File: config.mk
export PLATFORM = sky130hd
export DESIGN_NAME = ipif_single_master
export DESIGN_NICKNAME = d
export VERILOG_FILES = /design/src/rtl/ipif_single_master_pkg.sv /design/src/rtl/ipif_single_master_timeout.sv /design/src/rtl/ipif_single_master.sv
export SDC_FILE = /design/constraint.sdc
export NUM_CORES = 1
export LEC_CHECK = 0
export BUFFER_PORTS_ARGS = -buffer_cell sky130_fd_sc_hd__buf_2
export CORE_MARGIN = 8
export CORE_UTILIZATION = 40
export DETAILED_ROUTE_END_ITERATION = 7
export GPL_TIMING_DRIVEN = 0
export PLACE_DENSITY = 0.66
export RECOVER_POWER = 100
export SYNTH_ARGS = -nofsm -noshare
export SYNTH_HDL_FRONTEND = slang
export SYNTH_SLANG_ARGS = --single-unit
File: constraint.sdc
create_clock -name Bus2IP_Clk -period 7 [get_ports Bus2IP_Clk]
set_input_delay 0.35 -clock Bus2IP_Clk [delete_from_list [all_inputs] [get_ports Bus2IP_Clk]]
set_output_delay 0.35 -clock Bus2IP_Clk [all_outputs]
set_load 0.01 [all_outputs]
File: src/rtl/ipif_single_master_pkg.sv
// Shared definitions for the single-beat IPIF master: FSM states and the
// active-low handshake levels used on the IPIC side.
package ipif_single_master_pkg;

    typedef enum logic [1:0] {
        ST_IDLE = 2'd0,
        ST_REQ  = 2'd1,
        ST_DATA = 2'd2,
        ST_RESP = 2'd3
    } mst_state_e;

    localparam logic IPIF_ASSERT_N   = 1'b0;
    localparam logic IPIF_DEASSERT_N = 1'b1;

endpackage

File: src/rtl/ipif_single_master_timeout.sv
// Watchdog for the IPIF master: cleared on load, counts enabled cycles,
// flags the cycle in which the C_LIMIT-th enabled cycle is reached.
module ipif_single_master_timeout #(
    parameter int C_LIMIT = 255
) (
    input  logic clk,
    input  logic rst,
    input  logic load,
    input  logic en,
    output logic expired
);

    localparam int CW = $clog2(C_LIMIT + 1);

    logic [CW-1:0] cnt_q, cnt_d;

    always_comb begin
        cnt_d = cnt_q;
        if (load) begin
            cnt_d = '0;
        end else if (en && !expired) begin
            cnt_d = cnt_q + 1'b1;
        end
    end

    assign expired = en && (cnt_q == CW'(C_LIMIT - 1));

    always_ff @(posedge clk or posedge rst) begin
        if (rst) begin
            cnt_q <= '0;
        end else begin
            cnt_q <= cnt_d;
        end
    end

endmodule

File: src/rtl/ipif_single_master.sv
// Single-beat IPIF bus master, one outstanding transaction.
// Optional watchdog abort of stalled transfers under MST_TIMEOUT_EN.
module ipif_single_master
    import ipif_single_master_pkg::*;
#(
    parameter int C_MST_AWIDTH  = 32,
    parameter int C_MST_DWIDTH  = 32,
    parameter int C_TIMEOUT_CYC = 255
) (
    input  logic                      Bus2IP_Clk,
    input  logic                      Bus2IP_Reset,
    input  logic                      cmd_valid,
    output logic                      cmd_ready,
    input  logic                      cmd_wr,
    input  logic [C_MST_AWIDTH-1:0]   cmd_addr,
    input  logic [C_MST_DWIDTH/8-1:0] cmd_be,
    input  logic [C_MST_DWIDTH-1:0]   cmd_wdata,
    output logic                      rsp_valid,
    input  logic                      rsp_ready,
    output logic [C_MST_DWIDTH-1:0]   rsp_rdata,
    output logic                      rsp_err,
    output logic                      IP2Bus_MstRd_Req,
    output logic                      IP2Bus_MstWr_Req,
    output logic [C_MST_AWIDTH-1:0]   IP2Bus_Mst_Addr,
    output logic [C_MST_DWIDTH/8-1:0] IP2Bus_Mst_BE,
    input  logic                      Bus2IP_Mst_CmdAck,
    input  logic                      Bus2IP_Mst_Cmplt,
    input  logic                      Bus2IP_Mst_Error,
    input  logic [C_MST_DWIDTH-1:0]   Bus2IP_MstRd_d,
    input  logic                      Bus2IP_MstRd_src_rdy_n,
    output logic                      IP2Bus_MstRd_dst_rdy_n,
    output logic [C_MST_DWIDTH-1:0]   IP2Bus_MstWr_d,
    output logic                      IP2Bus_MstWr_src_rdy_n,
    input  logic                      Bus2IP_MstWr_dst_rdy_n
);

    localparam int BW = C_MST_DWIDTH / 8;

    mst_state_e state_q, state_d;
    logic                    init_q, init_d;
    logic                    wr_q, wr_d;
    logic [C_MST_AWIDTH-1:0] addr_q, addr_d;
    logic [BW-1:0]           be_q, be_d;
    logic [C_MST_DWIDTH-1:0] wdata_q, wdata_d;
    logic [C_MST_DWIDTH-1:0] data_q, data_d;
    logic                    got_q, got_d;
    logic                    wdone_q, wdone_d;
    logic [C_MST_DWIDTH-1:0] rdata_q, rdata_d;
    logic                    err_q, err_d;

    logic busy, live, accept, beat, wr_take, tmo;

    assign busy    = (state_q == ST_REQ) || (state_q == ST_DATA);
    // Data phase opens in the cycle the request is acknowledged.
    assign live    = (state_q == ST_DATA)
                  || ((state_q == ST_REQ) && Bus2IP_Mst_CmdAck);
    assign accept  = cmd_valid && cmd_ready;
    assign beat    = live && !wr_q && !got_q
                  && (Bus2IP_MstRd_src_rdy_n == IPIF_ASSERT_N);
    assign wr_take = live && wr_q && !wdone_q
                  && (Bus2IP_MstWr_dst_rdy_n == IPIF_ASSERT_N);

`ifdef MST_TIMEOUT_EN
    ipif_single_master_timeout #(
        .C_LIMIT (C_TIMEOUT_CYC)
    ) u_timeout (
        .clk     (Bus2IP_Clk),
        .rst     (Bus2IP_Reset),
        .load    (accept),
        .en      (busy),
        .expired (tmo)
    );
`else
    // No watchdog in this build: wait for the slave indefinitely.
    assign tmo = 1'b0 & (C_TIMEOUT_CYC != 0);
`endif

    always_ff @(posedge Bus2IP_Clk or posedge Bus2IP_Reset) begin
        if (Bus2IP_Reset) begin
            state_q <= ST_IDLE;
        end else begin
            state_q <= state_d;
        end
    end

    always_comb begin
        state_d = state_q;
        unique case (state_q)
            ST_IDLE: if (accept) state_d = ST_REQ;
            ST_REQ: begin
                if (Bus2IP_Mst_Cmplt || tmo) begin
                    state_d = ST_RESP;
                end else if (Bus2IP_Mst_CmdAck) begin
                    state_d = ST_DATA;
                end
            end
            ST_DATA: if (Bus2IP_Mst_Cmplt || tmo) state_d = ST_RESP;
            ST_RESP: if (rsp_ready) state_d = ST_IDLE;
            default: state_d = ST_IDLE;
        endcase
    end

    always_comb begin
        cmd_ready              = (state_q == ST_IDLE) && init_q;
        rsp_valid              = (state_q == ST_RESP);
        IP2Bus_MstRd_Req       = (state_q == ST_REQ) && !wr_q;
        IP2Bus_MstWr_Req       = (state_q == ST_REQ) && wr_q;
        IP2Bus_MstRd_dst_rdy_n = (live && !wr_q) ? IPIF_ASSERT_N
                                                 : IPIF_DEASSERT_N;
        IP2Bus_MstWr_src_rdy_n = (live && wr_q && !wdone_q) ? IPIF_ASSERT_N
                                                            : IPIF_DEASSERT_N;
    end

    always_comb begin
        init_d  = 1'b1;
        wr_d    = wr_q;
        addr_d  = addr_q;
        be_d    = be_q;
        wdata_d = wdata_q;
        data_d  = data_q;
        got_d   = got_q;
        wdone_d = wdone_q;
        rdata_d = rdata_q;
        err_d   = err_q;
        if (accept) begin
            wr_d    = cmd_wr;
            addr_d  = cmd_addr;
            be_d    = cmd_be;
            wdata_d = cmd_wdata;
            data_d  = '0;
            got_d   = 1'b0;
            wdone_d = 1'b0;
        end
        if (beat) begin
            data_d = Bus2IP_MstRd_d;
            got_d  = 1'b1;
        end
        if (wr_take) wdone_d = 1'b1;
        // Completion wins over a same-cycle watchdog expiry.
        if (busy && Bus2IP_Mst_Cmplt) begin
            rdata_d = (!wr_q && got_d) ? data_d : '0;
            err_d   = Bus2IP_Mst_Error || (!wr_q && !got_d);
        end else if (busy && tmo) begin
            rdata_d = '0;
            err_d   = 1'b1;
        end
    end

    always_ff @(posedge Bus2IP_Clk or posedge Bus2IP_Reset) begin
        if (Bus2IP_Reset) begin
            init_q  <= 1'b0;
            wr_q    <= 1'b0;
            addr_q  <= '0;
            be_q    <= '0;
            wdata_q <= '0;
            data_q  <= '0;
            got_q   <= 1'b0;
            wdone_q <= 1'b0;
            rdata_q <= '0;
            err_q   <= 1'b0;
        end else begin
            init_q  <= init_d;
            wr_q    <= wr_d;
            addr_q  <= addr_d;
            be_q    <= be_d;
            wdata_q <= wdata_d;
            data_q  <= data_d;
            got_q   <= got_d;
            wdone_q <= wdone_d;
            rdata_q <= rdata_d;
            err_q   <= err_d;
        end
    end

    assign IP2Bus_Mst_Addr = addr_q;
    assign IP2Bus_Mst_BE   = be_q;
    assign IP2Bus_MstWr_d  = wdata_q;
    assign rsp_rdata       = rdata_q;
    assign rsp_err         = err_q;

endmodule

* Word-level counts from Yosys, hierarchy flattened *
Index checks and enable logic that the tools add are counted.

operators by class
  mux-type cells = 15
  reductions and logical operators = 24
  bitwise gates (word level) = 2
  eq/ne operators = 7

operators by type and width
  cell                count
  $mux 32             3
  $logic_and 1x1->1   14
  $mux 2              5
  $pmux 2 s4          1
  $mux 1              6
  $eq 2x2->1 const B  2
  $logic_not 1->1     4
  $ne 2x2->1 const B  2
  $reduce_and 4->1    1
  $logic_or 1x1->1    3
  $ne 3x3->1 const B  1
  $eq 2x1->1 const B  1
  $logic_not 2->1     1
  $ne 2x1->1 const B  1
  $not 1->1           2
  $reduce_bool 2->1   1

storage, ports and cells
  bits in registers = 139
  bits of input ports = 110
  output and inout bits = 107

* Logic depth before layout (Yosys ltp) *
Gate-level depths: netlist of the first run.

  depth in word-level cells = 10
  gate-level depth with buffers = 8
  gate-level depth less buffers = 6

* Worst setup path before layout of the first run *
No wires, ideal clock.

  path type = register -> register
  start = register state_q[1]
  end = register rdata_q[0] (netlist: rsp_rdata[0])
  slack = 5.365 ns
  stages on the path, launching flop included = 9
  path buffers = 2
  required time = 6.868 ns
  library setup time = 0.132 ns
  arrival = 1.503 ns
  cell sequence = dfrtp_1 inv_1 ha_1 a21o_1 nor4b_4 buf_4 buf_6 a22oi_1 o21ai_1

between the ends
  longest elaborated chain between the ends = 9

ends and longest elaborated chain
  item                             RTL line                                            text
  start: declaration               ipif_single_master.sv:39                            mst_state_e state_q, state_d;
  start signal: assignment         ipif_single_master.sv:82                            state_q <= state_d;
  $eq 2x1->1                       ipif_single_master.sv:53, ipif_single_master.sv:56
  $logic_and 1x1->1                ipif_single_master.sv:56                            || ((state_q == ST_REQ) && Bus2IP_Mst_CmdAck);
  $logic_or 1x1->1                 ipif_single_master.sv:56
  $logic_and 1x1->1 (2 in series)  ipif_single_master.sv:58                            assign beat = live && !wr_q && !got_q
  $logic_and 1x1->1                ipif_single_master.sv:59                            && (Bus2IP_MstRd_src_rdy_n == IPIF_ASSERT_N);
  $mux 1                           ipif_single_master.sv:134                           if (beat) begin
  $logic_and 1x1->1                ipif_single_master.sv:141                           rdata_d = (!wr_q && got_d) ? data_d : '0;
  $mux 32                          ipif_single_master.sv:141
  end signal: assignment           ipif_single_master.sv:170                           rdata_q <= rdata_d;
  end: declaration                 ipif_single_master.sv:48                            logic [C_MST_DWIDTH-1:0] rdata_q, rdata_d;

Parallel ways exist; a longest one is shown, timed or not.
A chain may end at the register's enable or synchronous reset.

* Worst setup path after layout of the first run *
  start = register state_q[1]
  end = register rdata_q[4] (netlist: rsp_rdata[4])

Same word-level chain as after synthesis.

==> results_tabular.tex, run 1 <==
\begin{tabular}{lr}
\hline
Metric & Value \\
\hline
\multicolumn{2}{l}{\textbf{Run status}} \\
Result of the run & finished with violations \\
Violations in the final reports & max-capacitance violations, max-slew violations \\
\multicolumn{2}{l}{\textbf{Placement}} \\
Final Wtd Congestion & 0.782 \\
Number of input and output port buffers inserted & 216 \\
DPL Wire Length & 11.2 mm \\
Area after DPL & 0.00681 mm² \\
\multicolumn{2}{l}{\textbf{Global route}} \\
First-pass GRT wire length & 23.7 mm \\
Vias in the first global route & 4578 \\
Initial antenna violation count & 1 \\
Global-route total usage across every layer & 0.166 \\
Largest net degree at the start of global routing & 88 \\
Total congestion overflow & 0 \\
\multicolumn{2}{l}{\textbf{Synthesis}} \\
Syn nets & 514 \\
Total standard cell area after synthesis & 0.00548 mm² \\
Top cell type by total area after synthesis & sky130\_fd\_sc\_hd\_\_dfrtp\_1 \\
Post-Synthesis Cells & 399 \\
Async set or reset register ratio after synthesis & 1.00 \\
Synthesized area divided by synthesized cell count & 13.7 µm² \\
Synth warnings & 0 \\
Number of distinct standard cells referenced by the synthesized netlist & 28 \\
Dominant cells by area after synthesis & sky130\_fd\_sc\_hd\_\_dfrtp\_1 (64\%), sky130\_fd\_sc\_hd\_\_mux2\_2 (14\%), sky130\_fd\_sc\_hd\_\_a22o\_1 (5.1\%), sky130\_fd\_sc\_hd\_\_a22oi\_1 (4.4\%), sky130\_fd\_sc\_hd\_\_nand2\_1 (2.4\%) \\
Most used flip-flop cell after synthesis & sky130\_fd\_sc\_hd\_\_dfrtp\_1 \\
List of most frequent post-synthesis cells & sky130\_fd\_sc\_hd\_\_dfrtp\_1 (139), sky130\_fd\_sc\_hd\_\_mux2\_2 (70), sky130\_fd\_sc\_hd\_\_nand2\_1 (35) \\
Number of enable flip-flop cells after synthesis & 0 \\
Proportion of netlist area held by the largest area contributor & 0.635 \\
Number of storage elements in the synthesis netlist & 139 \\
Most used standard cell by instance count after synthesis & sky130\_fd\_sc\_hd\_\_dfrtp\_1 \\
Fraction of the yosys area taken by sequential cells & 0.635 \\
\multicolumn{2}{l}{\textbf{STA}} \\
Max Clk Rate & 368 MHz \\
Total Negative Setup Slacks & 0 ns \\
Setup repair after global routing missed its margin & no \\
Actual transition at the worst max-transition pin & 2.28 ns \\
Share of the clock period used by the worst path & 0.388 \\
Number of hold-slack violations in the final timing report & 0 \\
Number of pins exceeding their max-slew limit in the final report & 53 \\
Shortest period the worst path allows & 2.72 ns \\
Remaining max-slew budget at the tightest pin & -0.528 \\
Final setup violation count & 0 \\
Worst Clk Skew & 0.00705 ns \\
\multicolumn{2}{l}{\textbf{Clock tree}} \\
Number of instances resized during post-cts repair & 0 \\
CTS sink cnt & 139 \\
Clock-pin slew of the registers on the worst-case setup and hold paths & 0.06 ns \\
H-tree levels & 4 \\
Number of buffers added by the clock tree synthesis step & 17 \\
Master cell of the clock root buffer & sky130\_fd\_sc\_hd\_\_clkbuf\_16 \\
Clock latency on the worst-skew pair & 0.40 ns \\
Number of buffers on the longest clock path & 2 \\
TritonCTS clock tree & done \\
\multicolumn{2}{l}{\textbf{Floorplan}} \\
Die outline width & 133 µm \\
I/O pin count & 217 \\
Initial cell density of the core & 0.412 \\
Area of the die & 0.0177 mm² \\
Core Area & 0.0133 mm² \\
Vertical die dimension & 133 µm \\
Placement Rows & 42 \\
\multicolumn{2}{l}{\textbf{Power and ir drop}} \\
Worst ir drop on vdd & 0.203 mV \\
Pleak & 3.35 nW \\
Switching power of the nets & 1.18 mW \\
Power density over cell area & 476 mW/mm² \\
Proportion of power drawn by flip-flops and latches & 0.396 \\
Proportion of power drawn by combinational gates & 0.334 \\
Net switching fraction of the power & 0.343 \\
Internal power of the cells & 2.27 mW \\
Portion of total power attributed to the clock network & 0.270 \\
\multicolumn{2}{l}{\textbf{Cells and area}} \\
Antenna diodes & 0 \\
Fraction of layout cells with a size suffix above 1 & 0.336 \\
Area grow syn2layout & 32.3\% \\
Number of nets at the end of the flow & 751 \\
Final design instance area without fill & 0.00725 mm² \\
\multicolumn{2}{l}{\textbf{Routing}} \\
Number of DRC markers in iteration 0 & 225 \\
ANT nets after route & 0 \\
Detailed-route wire length per cell & 18.0 µm \\
Total iterations of the first detailed-routing run & 4 \\
Vias/cell & 4.99 \\
Total via count after detailed routing & 4115 \\
Total wirelength of the detailed-routed design & 14.8 mm \\
DRC Markers & 0 \\
\multicolumn{2}{l}{\textbf{Critical path}} \\
Signal arrival time at the worst endpoint & 3.03 ns \\
Kind of end point of the critical path & flop \\
Worst setup SP type & flop \\
Peak fanout along the critical path & 10 \\
Worst path required time & 7.31 ns \\
Class of the most critical setup path & flop to flop \\
\multicolumn{2}{l}{\textbf{Min path}} \\
Hold crit path type & input port to flop \\
\multicolumn{2}{l}{\textbf{Flow run}} \\
Maxcap violations & 1 \\
\hline
\end{tabular}
## worst paths after layout
kind	slack, ns	from	end	depth (start not counted)
worst max-delay path	4.28	state_q[1]	rsp_rdata[4]	8
worst min-delay path	0.15	Bus2IP_MstWr_dst_rdy_n	wdone_q	2
worst max register to register	4.28	state_q[1]	rsp_rdata[4]	8
worst min register to register	0.48	rsp_rdata[23]	rsp_rdata[23]	2
max in group asynchronous	4.73	Bus2IP_Reset	wdone_q	4
min in group asynchronous	1.10	Bus2IP_Reset	IP2Bus_Mst_BE[1]	3
## metal layers
layer / GRT usage / part of all wire
met5: 0 / 0.00088
met4: 0.0492 / 0.0093
met3: 0.0742 / 0.091
met2: 0.269 / 0.47
met1: 0.196 / 0.43
## cell families (layout without fill, tap and decap cells)
kind of cell / Yosys count / after routing / synth area share
AO/OA/AOI/OAI: 106 / 106 / 0.136
adder cells (fa/ha/maj): 5 / 5 / 0.0114
buffers and inverters: 31 / 280 / 0.0313
flip-flops: 139 / 139 / 0.635
multiplexers: 71 / 71 / 0.146
other: 1 / 1 / 0.000685
AND/OR/NAND/NOR: 46 / 46 / 0.0398
## cell type report
| class | instances | area [µm²] |
|---|---|---|
| Fill cell | 1193 | 6050 |
| Sequential cell | 139 | 3480 |
| Multi-Input combinational cell | 229 | 1810 |
| Timing Repair Buffer | 218 | 987 |
| Clock buffer | 20 | 447 |
| Tap cell | 176 | 220 |
| Clock inverter | 11 | 170 |
| Buffer | 27 | 115 |
| Inverter | 4 | 16.3 |
## per-stage QoR
stage | instances | utilization | worst slack [ns] | hold WS (ns) | total power [mW]
after floorplan | 399 | - | 2.93 | 0.441 | 2.09
after global placement | 791 | 0.510 | 1.57 | 0.461 | 2.60
after detailed placement | 792 | 0.512 | 4.79 | 0.418 | 2.65
after CTS | 824 | 0.559 | 4.75 | 0.138 | 3.60
after global routing | 824 | 0.545 | 3.93 | 0.163 | 3.67
final | 824 | 0.545 | 4.28 | 0.151 | 3.45
## power by group through the flow
stage | combinational [mW] | sequential, mW | clock (mW)
2_1_floorplan | 0.603 | 1.49 | 0
3_3_place_gp | 1.25 | 1.35 | 0
3_5_place_dp | 1.29 | 1.37 | 0
4_1_cts | 1.29 | 1.36 | 0.954
5_1_grt | 1.28 | 1.41 | 0.980
6_report | 1.15 | 1.37 | 0.930
## cells in the final DEF, fill, tap and decap left out, types with 2 or more instances in the layout
cell type,n
sky130_fd_sc_hd__a22o_1,32
sky130_fd_sc_hd__a21oi_1,3
sky130_fd_sc_hd__clkinvlp_4,3
sky130_fd_sc_hd__clkinv_2,2
sky130_fd_sc_hd__nand2_1,35
sky130_fd_sc_hd__buf_2,113
sky130_fd_sc_hd__clkbuf_1,129
sky130_fd_sc_hd__nor2b_1,2
sky130_fd_sc_hd__o21ai_0,34
sky130_fd_sc_hd__a22oi_1,32
sky130_fd_sc_hd__clkbuf_16,17
sky130_fd_sc_hd__mux2_2,70
sky130_fd_sc_hd__buf_4,3
sky130_fd_sc_hd__bufinv_16,4
sky130_fd_sc_hd__clkinv_4,2
sky130_fd_sc_hd__and2_0,3
sky130_fd_sc_hd__inv_1,3
sky130_fd_sc_hd__ha_1,5
sky130_fd_sc_hd__dfrtp_1,139
## registers in the layout (all words and copies together) (netlist names)
register and flops:
IP2Bus_MstWr_d 32, IP2Bus_Mst_Addr 32, IP2Bus_Mst_BE 4, data_q 32, got_q 1, init_q 1
rsp_err 1, rsp_rdata 32, state_q 2, wdone_q 1, wr_q 1
## critical path, stage by stage (launching register included)
cell and delay (ns):
sky130_fd_sc_hd__dfrtp_1 0.43, sky130_fd_sc_hd__inv_1 0.12, sky130_fd_sc_hd__ha_1 0.23, sky130_fd_sc_hd__a21o_1 0.17
sky130_fd_sc_hd__nor4b_1 0.47, sky130_fd_sc_hd__clkbuf_1 0.42, sky130_fd_sc_hd__clkbuf_1 0.42, sky130_fd_sc_hd__a22oi_1 0.17
sky130_fd_sc_hd__o21ai_0 0.20
## timing repair
item	4_1_cts	5_1_grt
endpoints found under the hold margin	43	0
hold buffers	1	0
endpoints found under the setup margin	0	0
buffers inserted	0	0
(Power assumes the default switching activity.)
==> inputs of run 2 (changes only) <==
PLACE_DENSITY = 0.69   (was 0.66)
clock period = 2.2 ns   (was 7 ns; I/O delays follow)
==> run 2 against run 1 <==
  * The flow now finishes without violations
  * Sequential share of layout area fell by 6.0 points
  * Largest power group unchanged
  * Worst hold slack improved by 0.0037 ns
  * Clock-buffer cell count rose by 5
  * Critical path type unchanged
  * Maximum frequency rose by 36%
  * Combinational power rose to 3.4 times the previous value
==> results_tabular.tex, run 2 (synthesis results as in run 1) <==
\begin{tabular}{lr}
\hline
Metric & Value \\
\hline
\multicolumn{2}{l}{\textbf{Run status}} \\
Result of the run & completed (was finished with violations) \\
\multicolumn{2}{l}{\textbf{Critical path}} \\
Master of the slowest instance on the critical path & sky130\_fd\_sc\_hd\_\_dfrtp\_1 (was sky130\_fd\_sc\_hd\_\_nor4b\_1) \\
R2R cell count & 6 (was 8) \\
Kind of end point of the critical path & flop (unchanged) \\
Critical path's largest stage delay & 0.40 ns (was 0.47 ns) \\
Startpoint of the lowest-slack register-to-register path & state\_q[0] (was state\_q[1]) \\
Signal arrival time at the worst endpoint & 2.28 ns (was 3.03 ns) \\
Setup slack of the most critical reg-to-reg path & 0.19 ns (was 4.28 ns) \\
Terminus of the critical flop-to-flop path & rsp\_rdata[17] (was rsp\_rdata[4]) \\
Worst setup SP type & flop (unchanged) \\
Peak fanout along the critical path & 10 (unchanged) \\
List of cells traversed by the critical path & inv\_1 -> ha\_1 -> nand2\_1 -> or2\_2 -> clkbuf\_1 -> o21ai\_0 (was inv\_1 -> ha\_1 -> a21o\_1 -> nor4b\_1 -> clkbuf\_1 -> clkbuf\_1 -> a22oi\_1 -> o21ai\_0) \\
Worst path required time & 2.48 ns (was 7.31 ns) \\
Class of the most critical setup path & flop to flop (unchanged) \\
\multicolumn{2}{l}{\textbf{Placement}} \\
Final Wtd Congestion & 0.802 (was 0.782) \\
Number of placed cells counting well taps & 794 (was 792) \\
Area after DPL & 0.00684 mm² (was 0.00681 mm²) \\
Worst setup slack after placement & -0.0262 ns (was 4.79 ns) \\
DPL Wire Length & 11.6 mm (was 11.2 mm) \\
Number of input and output port buffers inserted & 216 (unchanged) \\
\multicolumn{2}{l}{\textbf{STA}} \\
Worst Clk Skew & 0.00829 ns (was 0.00705 ns) \\
Remaining max-slew budget at the tightest pin & 0.325 (was -0.528) \\
Setup repair after global routing missed its margin & no (unchanged) \\
Share of the clock period used by the worst path & 0.912 (was 0.388) \\
Total Negative Setup Slacks & 0 ns (unchanged) \\
Number of pins exceeding their max-slew limit in the final report & 0 (was 53) \\
Actual transition at the worst max-transition pin & 1.01 ns (was 2.28 ns) \\
Final setup violation count & 0 (unchanged) \\
Number of hold-slack violations in the final timing report & 0 (unchanged) \\
Worst hold-check slack & 0.155 ns (was 0.151 ns) \\
Setup slack after layout & 0.194 ns (was 4.28 ns) \\
Shortest period the worst path allows & 2.01 ns (was 2.72 ns) \\
Max Clk Rate & 499 MHz (was 368 MHz) \\
\multicolumn{2}{l}{\textbf{Floorplan}} \\
Placement Rows & 42 (unchanged) \\
Die outline width & 133 µm (unchanged) \\
Area of the die & 0.0177 mm² (unchanged) \\
I/O pin count & 217 (unchanged) \\
Initial cell density of the core & 0.412 (unchanged) \\
Vertical die dimension & 133 µm (unchanged) \\
Core Area & 0.0133 mm² (unchanged) \\
\multicolumn{2}{l}{\textbf{Power and ir drop}} \\
Worst ir drop on vdd & 0.644 mV (was 0.203 mV) \\
Proportion of power drawn by combinational gates & 0.359 (was 0.334) \\
Overall Power & 11.0 mW (was 3.45 mW) \\
Proportion of power drawn by flip-flops and latches & 0.400 (was 0.396) \\
Internal power of the cells & 7.10 mW (was 2.27 mW) \\
Portion of total power attributed to the clock network & 0.240 (was 0.270) \\
Power density over cell area & 1330 mW/mm² (was 476 mW/mm²) \\
Net switching fraction of the power & 0.353 (was 0.343) \\
Switching power of the nets & 3.88 mW (was 1.18 mW) \\
Pleak & 3.80 nW (was 3.35 nW) \\
\multicolumn{2}{l}{\textbf{Clock tree}} \\
CTS sink cnt & 139 (unchanged) \\
TritonCTS clock tree & done (unchanged) \\
H-tree levels & 4 (unchanged) \\
Number of buffers added by the clock tree synthesis step & 17 (unchanged) \\
Number of buffers on the longest clock path & 2 (unchanged) \\
Master cell of the clock root buffer & sky130\_fd\_sc\_hd\_\_clkbuf\_16 (unchanged) \\
Clock-pin slew of the registers on the worst-case setup and hold paths & 0.06 ns (about the same) \\
Clock latency on the worst-skew pair & 0.42 ns (was 0.40 ns) \\
Post-CTS setup-driven buffer insertion count & 0 (unchanged) \\
\multicolumn{2}{l}{\textbf{Cells and area}} \\
Number of nets at the end of the flow & 856 (was 751) \\
Cell Count, Final, Fillers Out & 930 (was 824) \\
Antenna diodes & 0 (unchanged) \\
Fraction of layout cells with a size suffix above 1 & 0.304 (was 0.336) \\
Most common cell after layout, fill and taps aside & sky130\_fd\_sc\_hd\_\_dfrtp\_1 (unchanged) \\
Most frequent cells in the layout & sky130\_fd\_sc\_hd\_\_dfrtp\_1 (139), sky130\_fd\_sc\_hd\_\_clkbuf\_1 (124), sky130\_fd\_sc\_hd\_\_buf\_2 (114), sky130\_fd\_sc\_hd\_\_dlygate4sd3\_1 (104), sky130\_fd\_sc\_hd\_\_mux2\_2 (70) (was sky130\_fd\_sc\_hd\_\_dfrtp\_1 (139), sky130\_fd\_sc\_hd\_\_clkbuf\_1 (129), sky130\_fd\_sc\_hd\_\_buf\_2 (113), sky130\_fd\_sc\_hd\_\_mux2\_2 (70), sky130\_fd\_sc\_hd\_\_nand2\_1 (35)) \\
Area grow syn2layout & 51.2\% (was 32.3\%) \\
Final design instance area without fill & 0.00828 mm² (was 0.00725 mm²) \\
Final design utilization & 0.623 (was 0.545) \\
\multicolumn{2}{l}{\textbf{Min path}} \\
Source of the worst hold timing path & Bus2IP\_Mst\_Cmplt (was Bus2IP\_MstWr\_dst\_rdy\_n) \\
Endpoint of the worst hold path & state\_q[0] (was wdone\_q) \\
Cell count of the worst hold path & 3 (was 2) \\
Hold crit path type & input port to flop (unchanged) \\
\multicolumn{2}{l}{\textbf{Flow run}} \\
Maxcap violations & 0 (was 1) \\
\multicolumn{2}{l}{\textbf{Routing}} \\
DRC Markers & 0 (unchanged) \\
Vias/cell & 5.01 (was 4.99) \\
Detailed-route wire length per cell & 18.2 µm (was 18.0 µm) \\
Number of DRC markers in iteration 0 & 299 (was 225) \\
Total wirelength of the detailed-routed design & 16.9 mm (was 14.8 mm) \\
Total via count after detailed routing & 4662 (was 4115) \\
Total iterations of the first detailed-routing run & 4 (unchanged) \\
ANT nets after route & 0 (unchanged) \\
\multicolumn{2}{l}{\textbf{Global route}} \\
Vias in the first global route & 5213 (was 4578) \\
Initial antenna violation count & 0 (was 1) \\
First-pass GRT wire length & 27.8 mm (was 23.7 mm) \\
Global-route total usage across every layer & 0.196 (was 0.166) \\
Largest net degree at the start of global routing & 44 (was 88) \\
Total congestion overflow & 0 (unchanged) \\
\hline
\end{tabular}
## run 2: cell count changes in the layout (fill, tap and decap cells not counted), sizes merged
cell | previous run | this run
clkinvlp | 4 | 3
dlygate4sd3 | 1 | 104
clkbuf | 147 | 148
buf | 117 | 123
bufinv | 4 | 1
## run 2: timing repair
action | in CTS | in global routing
hold buffers | 104 | 0
cloned | 0 | 0
endpoints found under the hold margin | 129 | 0
resized for setup | 1 | 4
setup endpoints to repair | 19 | 15
## run 2: routing by layer
layer / GRT usage / vias to the layer above / wire length [µm]
li1: - / 2133 / -
met1: 0.221 / 2302 / 6770
met2: 0.329 / 200 / 8400
met3: 0.0757 / 27 / 1380
met4: 0.0719 / 0 / 326
met5: 0 / - / 0
## run 2: final cells by class
| cell class | count | area, µm² |
|---|---|---|
| Clock buffer | 25 | 485 |
| Sequential cell | 139 | 3480 |
| Multi-Input combinational cell | 229 | 1840 |
| Inverter | 4 | 16.3 |
| Fill cell | 1068 | 5020 |
| Buffer | 27 | 146 |
| Tap cell | 176 | 220 |
| Clock inverter | 7 | 65.1 |
| Timing Repair Buffer | 323 | 2020 |
## run 2: critical path: cells and delay by family, from the launching register on
kind            cells  cell delay, ns
compound gates      1            0.17
fa+ha+maj           1            0.27
buf+inv             2            0.53
flops               1            0.40
simple gates        2            0.49
## run 2: power groups by stage
| stage | Combinational [mW] | Clock (mW) | Sequential [mW] |
|---|---|---|---|
| after global placement | 3.96 | 0 | 4.30 |
| final | 3.94 | 2.64 | 4.40 |
| after detailed placement | 4.10 | 0 | 4.38 |
| after floorplan | 1.92 | 0 | 4.75 |
| after CTS | 4.26 | 2.69 | 4.36 |
| after global routing | 4.35 | 2.82 | 4.55 |
## run 2: worst max path at each step
stage            startpoint                 end  slack, ns  cells past startpoint
2_1_floorplan  Bus2IP_Reset   IP2Bus_MstWr_d[0]       0.35                      1
3_3_place_gp   Bus2IP_Reset  IP2Bus_MstWr_d[31]      -0.43                      2
3_5_place_dp     state_q[0]       rsp_rdata[17]      -0.03                      8
4_1_cts          state_q[1]           data_q[7]       0.09                      7
5_1_grt          state_q[1]       rsp_rdata[10]      0.003                      8
6_report         state_q[0]       rsp_rdata[17]       0.19                      6
